<file path="src/rtl/pipe_flow_ctrl.sv">
// pipe_flow_ctrl
//   Credit-based flow control around an external L-stage, clock-enabled
//   datapath delay pipe. Items accepted upstream travel the pipe alongside a
//   valid shift register and land in a D-deep first-word-fall-through FIFO.
//   Intake is limited so that in-flight plus buffered items never exceed D.
//   A drain request stops intake until the block is empty, then pulses
//   drain_done and resumes.
//
// Ports
//   clk, rst_n        clock (rising edge), asynchronous active-low reset
//   in_valid/in_ready upstream handshake; data goes straight to the datapath
//   pipe_ce           clock enable for the datapath delay pipe
//   pipe_out_data     datapath output, captured when the last stage is valid
//   out_valid/ready   downstream handshake on the FIFO head
//   out_data          FIFO head (first-word-fall-through)
//   drain_req         stop intake and empty the block
//   drain_done        one-cycle pulse when a drain completes
//   occupancy         in-flight items plus FIFO items (registered)
//   stat_accept       accepted-item counter (saturating)
//   stat_stall        cycles with in_valid & !in_ready (saturating)
//
// Configuration
//   PIPE_FLOW_STATS_EN  when defined, builds the statistics counters;
//                       otherwise stat_accept/stat_stall are tied to 0.

module pipe_flow_ctrl #(
    parameter int W  = 32,
    parameter int L  = 4,
    parameter int D  = 8,
    parameter int CW = 4
) (
    input  logic          clk,
    input  logic          rst_n,
    input  logic          in_valid,
    output logic          in_ready,
    output logic          pipe_ce,
    input  logic [W-1:0]  pipe_out_data,
    output logic          out_valid,
    input  logic          out_ready,
    output logic [W-1:0]  out_data,
    input  logic          drain_req,
    output logic          drain_done,
    output logic [CW-1:0] occupancy,
    output logic [31:0]   stat_accept,
    output logic [31:0]   stat_stall
);

    localparam int PW = (D > 1) ? $clog2(D) : 1;

    typedef enum logic {
        RUN   = 1'b0,
        DRAIN = 1'b1
    } state_t;

    state_t        state_q, state_d;
    logic          drain_done_q, drain_done_d;
    logic [L-1:0]  vs_q, vs_d;
    logic [PW-1:0] wr_ptr_q, wr_ptr_d;
    logic [PW-1:0] rd_ptr_q, rd_ptr_d;
    logic [CW-1:0] cnt_q, cnt_d;
    logic [CW-1:0] occ_q, occ_d;
    logic [W-1:0]  mem_q [D];

    logic in_fire;
    logic out_fire;
    logic fifo_wr;

    // Credit check uses only registered occupancy, so a pop frees its
    // credit one cycle later. rst_n gating keeps in_ready low during reset.
    assign in_ready  = rst_n & (state_q == RUN) & (occ_q < CW'(D));
    assign in_fire   = in_valid & in_ready;
    assign out_valid = (cnt_q != '0);
    assign out_fire  = out_valid & out_ready;
    assign out_data  = mem_q[rd_ptr_q];

    // The pipe only needs to move while it carries something or takes a
    // new item; it freezes when empty.
    assign pipe_ce = in_fire | (|vs_q);

    // Last stage valid implies pipe_ce is high, so each item is written once.
    assign fifo_wr = vs_q[L-1];

    assign occupancy  = occ_q;
    assign drain_done = drain_done_q;

    always_comb begin
        vs_d = vs_q;
        if (pipe_ce) begin
            vs_d[0] = in_fire;
            for (int unsigned i = 1; i < L; i++) begin
                vs_d[i] = vs_q[i-1];
            end
        end
    end

    always_comb begin
        wr_ptr_d = wr_ptr_q;
        rd_ptr_d = rd_ptr_q;
        if (fifo_wr) begin
            wr_ptr_d = (wr_ptr_q == PW'(D - 1)) ? '0 : wr_ptr_q + PW'(1);
        end
        if (out_fire) begin
            rd_ptr_d = (rd_ptr_q == PW'(D - 1)) ? '0 : rd_ptr_q + PW'(1);
        end
    end

    always_comb begin
        unique case ({fifo_wr, out_fire})
            2'b10:   cnt_d = cnt_q + CW'(1);
            2'b01:   cnt_d = cnt_q - CW'(1);
            default: cnt_d = cnt_q;
        endcase
    end

    // Occupancy is registered from next-state values so it always equals
    // popcount(vs) + FIFO count of the current cycle.
    always_comb begin
        occ_d = cnt_d;
        for (int unsigned i = 0; i < L; i++) begin
            occ_d = occ_d + CW'(vs_d[i]);
        end
    end

    always_comb begin
        state_d      = state_q;
        drain_done_d = 1'b0;
        unique case (state_q)
            RUN: begin
                if (drain_req) begin
                    state_d = DRAIN;
                end
            end
            DRAIN: begin
                if (occ_q == '0) begin
                    state_d      = RUN;
                    drain_done_d = 1'b1;
                end
            end
            default: state_d = RUN;
        endcase
    end

    always_ff @(posedge clk or negedge rst_n) begin
        if (!rst_n) begin
            state_q      <= RUN;
            drain_done_q <= 1'b0;
            vs_q         <= '0;
            wr_ptr_q     <= '0;
            rd_ptr_q     <= '0;
            cnt_q        <= '0;
            occ_q        <= '0;
        end else begin
            state_q      <= state_d;
            drain_done_q <= drain_done_d;
            vs_q         <= vs_d;
            wr_ptr_q     <= wr_ptr_d;
            rd_ptr_q     <= rd_ptr_d;
            cnt_q        <= cnt_d;
            occ_q        <= occ_d;
        end
    end

    // Storage is not reset; the cleared pointers and count make stale
    // contents unreachable.
    always_ff @(posedge clk) begin
        if (fifo_wr) begin
            mem_q[wr_ptr_q] <= pipe_out_data;
        end
    end

`ifdef PIPE_FLOW_STATS_EN
    logic [31:0] stat_accept_q, stat_accept_d;
    logic [31:0] stat_stall_q, stat_stall_d;

    always_comb begin
        stat_accept_d = stat_accept_q;
        stat_stall_d  = stat_stall_q;
        if (in_fire && (stat_accept_q != '1)) begin
            stat_accept_d = stat_accept_q + 32'd1;
        end
        if (in_valid && !in_ready && (stat_stall_q != '1)) begin
            stat_stall_d = stat_stall_q + 32'd1;
        end
    end

    always_ff @(posedge clk or negedge rst_n) begin
        if (!rst_n) begin
            stat_accept_q <= '0;
            stat_stall_q  <= '0;
        end else begin
            stat_accept_q <= stat_accept_d;
            stat_stall_q  <= stat_stall_d;
        end
    end

    assign stat_accept = stat_accept_q;
    assign stat_stall  = stat_stall_q;
`else
    assign stat_accept = '0;
    assign stat_stall  = '0;
`endif

endmodule

</file>
<file path="config.mk">
export PLATFORM = sky130hd
export DESIGN_NAME = pipe_flow_ctrl
export DESIGN_NICKNAME = d
export VERILOG_FILES = /design/src/rtl/pipe_flow_ctrl.sv
export SDC_FILE = /design/constraint.sdc
export NUM_CORES = 1
export LEC_CHECK = 0
export CAP_MARGIN = 20
export CELL_PAD_IN_SITES_DETAIL_PLACEMENT = 0
export CELL_PAD_IN_SITES_GLOBAL_PLACEMENT = 1
export CORE_MARGIN = 2
export CORE_UTILIZATION = 50
export CTS_BUF_LIST = sky130_fd_sc_hd__clkbuf_4
export CTS_CLUSTER_SIZE = 40
export DETAILED_ROUTE_END_ITERATION = 16
export HOLD_SLACK_MARGIN = 0.02
export PLACE_DENSITY_LB_ADDON = 0.3
export SYNTH_ARGS = -nofsm -noshare
export SYNTH_HDL_FRONTEND = slang
export SYNTH_SLANG_ARGS = --single-unit
</file>
<file path="constraint.sdc">
create_clock -name clk -period 4.55 [get_ports clk]
set_input_delay 0.455 -clock clk [delete_from_list [all_inputs] [get_ports clk]]
set_output_delay 0.455 -clock clk [all_outputs]
set_load 0.05 [all_outputs]
</file>
==> impl_metrics.yaml <==
clock_tree:
  clock_sinks: 276
  postCtsSetupBuffers: 0
  cts.path.max_buffers: 3
  root_buffer: "clkbuf_4"
  cts.clk_slew.worst_paths_ns: 0.07
  cts_tree: "built"
  cts-resized-gates: 0
  clock_latency_ns: 0.66
  holdBufCountCts: 0
  cts-buffers-inserted: 70
  htreeDepth: 3
drt:
  dr.pass1.iters: 6
  wl_met2_um: 10100
  vias_per_cell: 5.24
  drcViolationCount: 0
  first_iter_violations: 334
  drt-total-wl_um: 19900
  highest_layer: "met4"
  drtAntennaViolNets: 0
  wl_met3_um: 1130
  routedLengthMet1_um: 8310
  num_vias: 5197
  routedWlPerCell_um: 20.0
global_route:
  antenna_found_initial: 0
  grt.total_usage_pct: 17.5
  first_global_vias: 5723
  grt_overflow_total: 0
  grt_pass1_wl_um: 31200
  grt_max_degree: 35
min_path:
  hp-class: "primary input to async pin"
sta:
  tightest_slew_ns: 1.05
  fin_crit_ns: 3.83
  skew_ns: 0.0385
  max_slew_margin_pct: 30.2
  hold_ws_ns: 0.139
  max_freq_ghz: 0.261
  finalCritPeriodShare_pct: 84.2
  hold_violations: 0
  tns_ns: 0
  setup_viol: 0
  rsz0062_at_grt: "false"
  slew_viol_final: 0
power:
  p_sw_mw: 2.79
  share_comb_of_total_power_pct: 34.8
  ir_drop_v: 0.000514
  power.density_mw_per_mm2: 628
  leakage_nw: 4.47
  netSwitchingFraction_pct: 34.3
  seqPwrFrac_pct: 38.3
  intPower_mw: 5.36
  p_clk_share_pct: 26.8
finish:
  post-route-util_pct: 59.5
  area_delta_synth_final_pct: 16.9
  insertedDiodeCount: 0
  layout-drive-gt1-share_pct: 32.4
  fin_nets: 714
  nFillCells: 1590
logic_synthesis:
  yosys.area.top_type_share_pct: 69.2
  synthesis.area_mm2: 0.0111
  ys_seq_area_share_pct: 73.7
  synthDistinctLibCells: 34
  avgSynthCellArea_um2: 21.2
  ys_ff_latch: 276
  netlist_instances: 524
  synth_area_leaders: "edfxtp_1, mux4_2, dfrtp_1, buf_4, mux2_2"
  yosysWarningCount: 0
  yosysTopAreaCell: "edfxtp_1"
die:
  start_util_pct: 50.9
  core_region_area_mm2: 0.0218
  num_rows: 54
  io_pins: 141
  dieArea_mm2: 0.0234
  die_y_um: 153
  fp.dieW_um: 153
placement:
  dpl.hpwl_um: 11600
  portBuffers: 76
  place_congestion: 0.779
critical_path:
  critical_path.endpoint_type: "output pin"
  crit_type: "flip-flop to output pin"
  cp-start-kind: "flip-flop"
  cp_max_fo: 23
  arrival_ns: 3.37
  critPathTopFamily: "buffers and inverters"
  slowest_stage: "dfrtp_4"
  crit_buf_inv: 2
  cp_cell_sequence: "buf_4 > mux4_2 > mux2_2 > clkdlybuf4s50_1"
  cp.required_ns: 4.09
  max_stage_delay_ns: 0.71
job:
  drv_cap: 0
outcome:
  status: "finished clean"
## kinds of logic (layout without fill, tap and decap cells)
group                      count (synthesis)  in the layout  synth area share (%)
other                                      1             64                0.0337
AOI/OAI and AO/OA                          7              7                 0.360
muxes                                    101            101                  16.8
DFF                                      276            276                  73.7
adders and majority gates                 12             12                  1.62
buffers and inverters                     91            216                  5.65
xor gates and xnor gates                   6              6                 0.473
and+or+nand+nor                           30             30                  1.33
## Yosys cell counts, drive strengths merged
| master | number |
|---|---|
| nand3 | 1 |
| mux4 | 64 |
| dfrtp | 20 |
| nor2b | 1 |
| mux2 | 36 |
| conb | 1 |
| clkbuf | 8 |
| or4 | 1 |
| nand2b | 4 |
| o21ai | 1 |
| ha | 8 |
| nor4 | 1 |
| mux2i | 1 |
| a21o | 1 |
| inv | 6 |
| edfxtp | 256 |
| and3 | 1 |
| nor3b | 1 |
| fa | 4 |
| nor3 | 5 |
| and2 | 1 |
| a211oi | 1 |
| a21oi | 4 |
| buf | 77 |
| xor2 | 3 |
| nor2 | 9 |
| xnor2 | 3 |
| nand2 | 5 |
## cells in the final DEF, fill, tap and decap left out, drive strengths merged, types with 4 or more instances in the layout
cell type and count:
dfrtp 20, nand2b 4, mux4 64, clkinv 9
a21oi 4, nand2 5, nor2 9, clkbuf 104
fa 4, buf 15, mux2 36, inv 7
ha 8, conb 64, clkdlybuf4s50 76, edfxtp 256
nor3 5, bufinv 4
## flip-flops by register name (all words and copies together), names as in the netlist
register and cells:
cnt_q 4, drain_done 1, mem_q 256, occupancy 4, rd_ptr_q 3, state_q 1
vs_q 4, wr_ptr_q 3
## path summary, 6_finish.rpt
| kind | from | to | slack [ns] | cells past startpoint |
|---|---|---|---|---|
| max in group asynchronous | rst_n | rd_ptr_q[2] | 4.16 | 2 |
| hold reg to reg | vs_q[0] | vs_q[1] | 0.43 | 0 |
| min in group clk | drain_req | state_q | 0.39 | 3 |
| hold / removal | rst_n | rd_ptr_q[0] | 0.14 | 2 |
| setup / recovery | rd_ptr_q[0] | out_data[12] | 0.72 | 4 |
| setup reg to reg | cnt_q[3] | occupancy[3] | 1.29 | 12 |
## final cells by class
type | instances | area, um2 | area share, %
Sequential cell | 276 | 8190 | 63.1
Multi-Input combinational cell | 220 | 2590 | 19.9
Timing Repair Buffer | 91 | 886 | 6.82
Clock buffer | 104 | 781 | 6.01
Tap cell | 280 | 350 | 2.70
Clock inverter | 15 | 165 | 1.27
Inverter | 6 | 22.5 | 0.173
## stage by stage
| stage | setup WS, ns | power (mW) | cell area, um2 | std cells |
|---|---|---|---|---|
| global route | 0.543 | 8.53 | 13000 | 992 |
| global placement | 1.35 | 6.02 | 12000 | 873 |
| floorplan | 0.893 | 5.31 | 11300 | 587 |
| detailed placement | 1.29 | 6.06 | 12000 | 873 |
| finish | 0.721 | 8.15 | 13000 | 992 |
| CTS | 0.600 | 8.28 | 13000 | 992 |
## power groups by stage
stage	logic [mW]	clock network (mW)	registers (mW)
CTS	2.89	2.26	3.13
floorplan	2.27	0	3.04
detailed placement	2.87	0	3.19
global placement	2.85	0	3.18
finish	2.84	2.19	3.12
global route	3.00	2.38	3.15
## layer usage
metal,global-route usage [%],vias to the layer above
li1,-,2301
met3,4.62,35
met4,6.57,0
met2,28.9,183
met1,22.5,2678
met5,0,-
(Power assumes the default switching activity.)
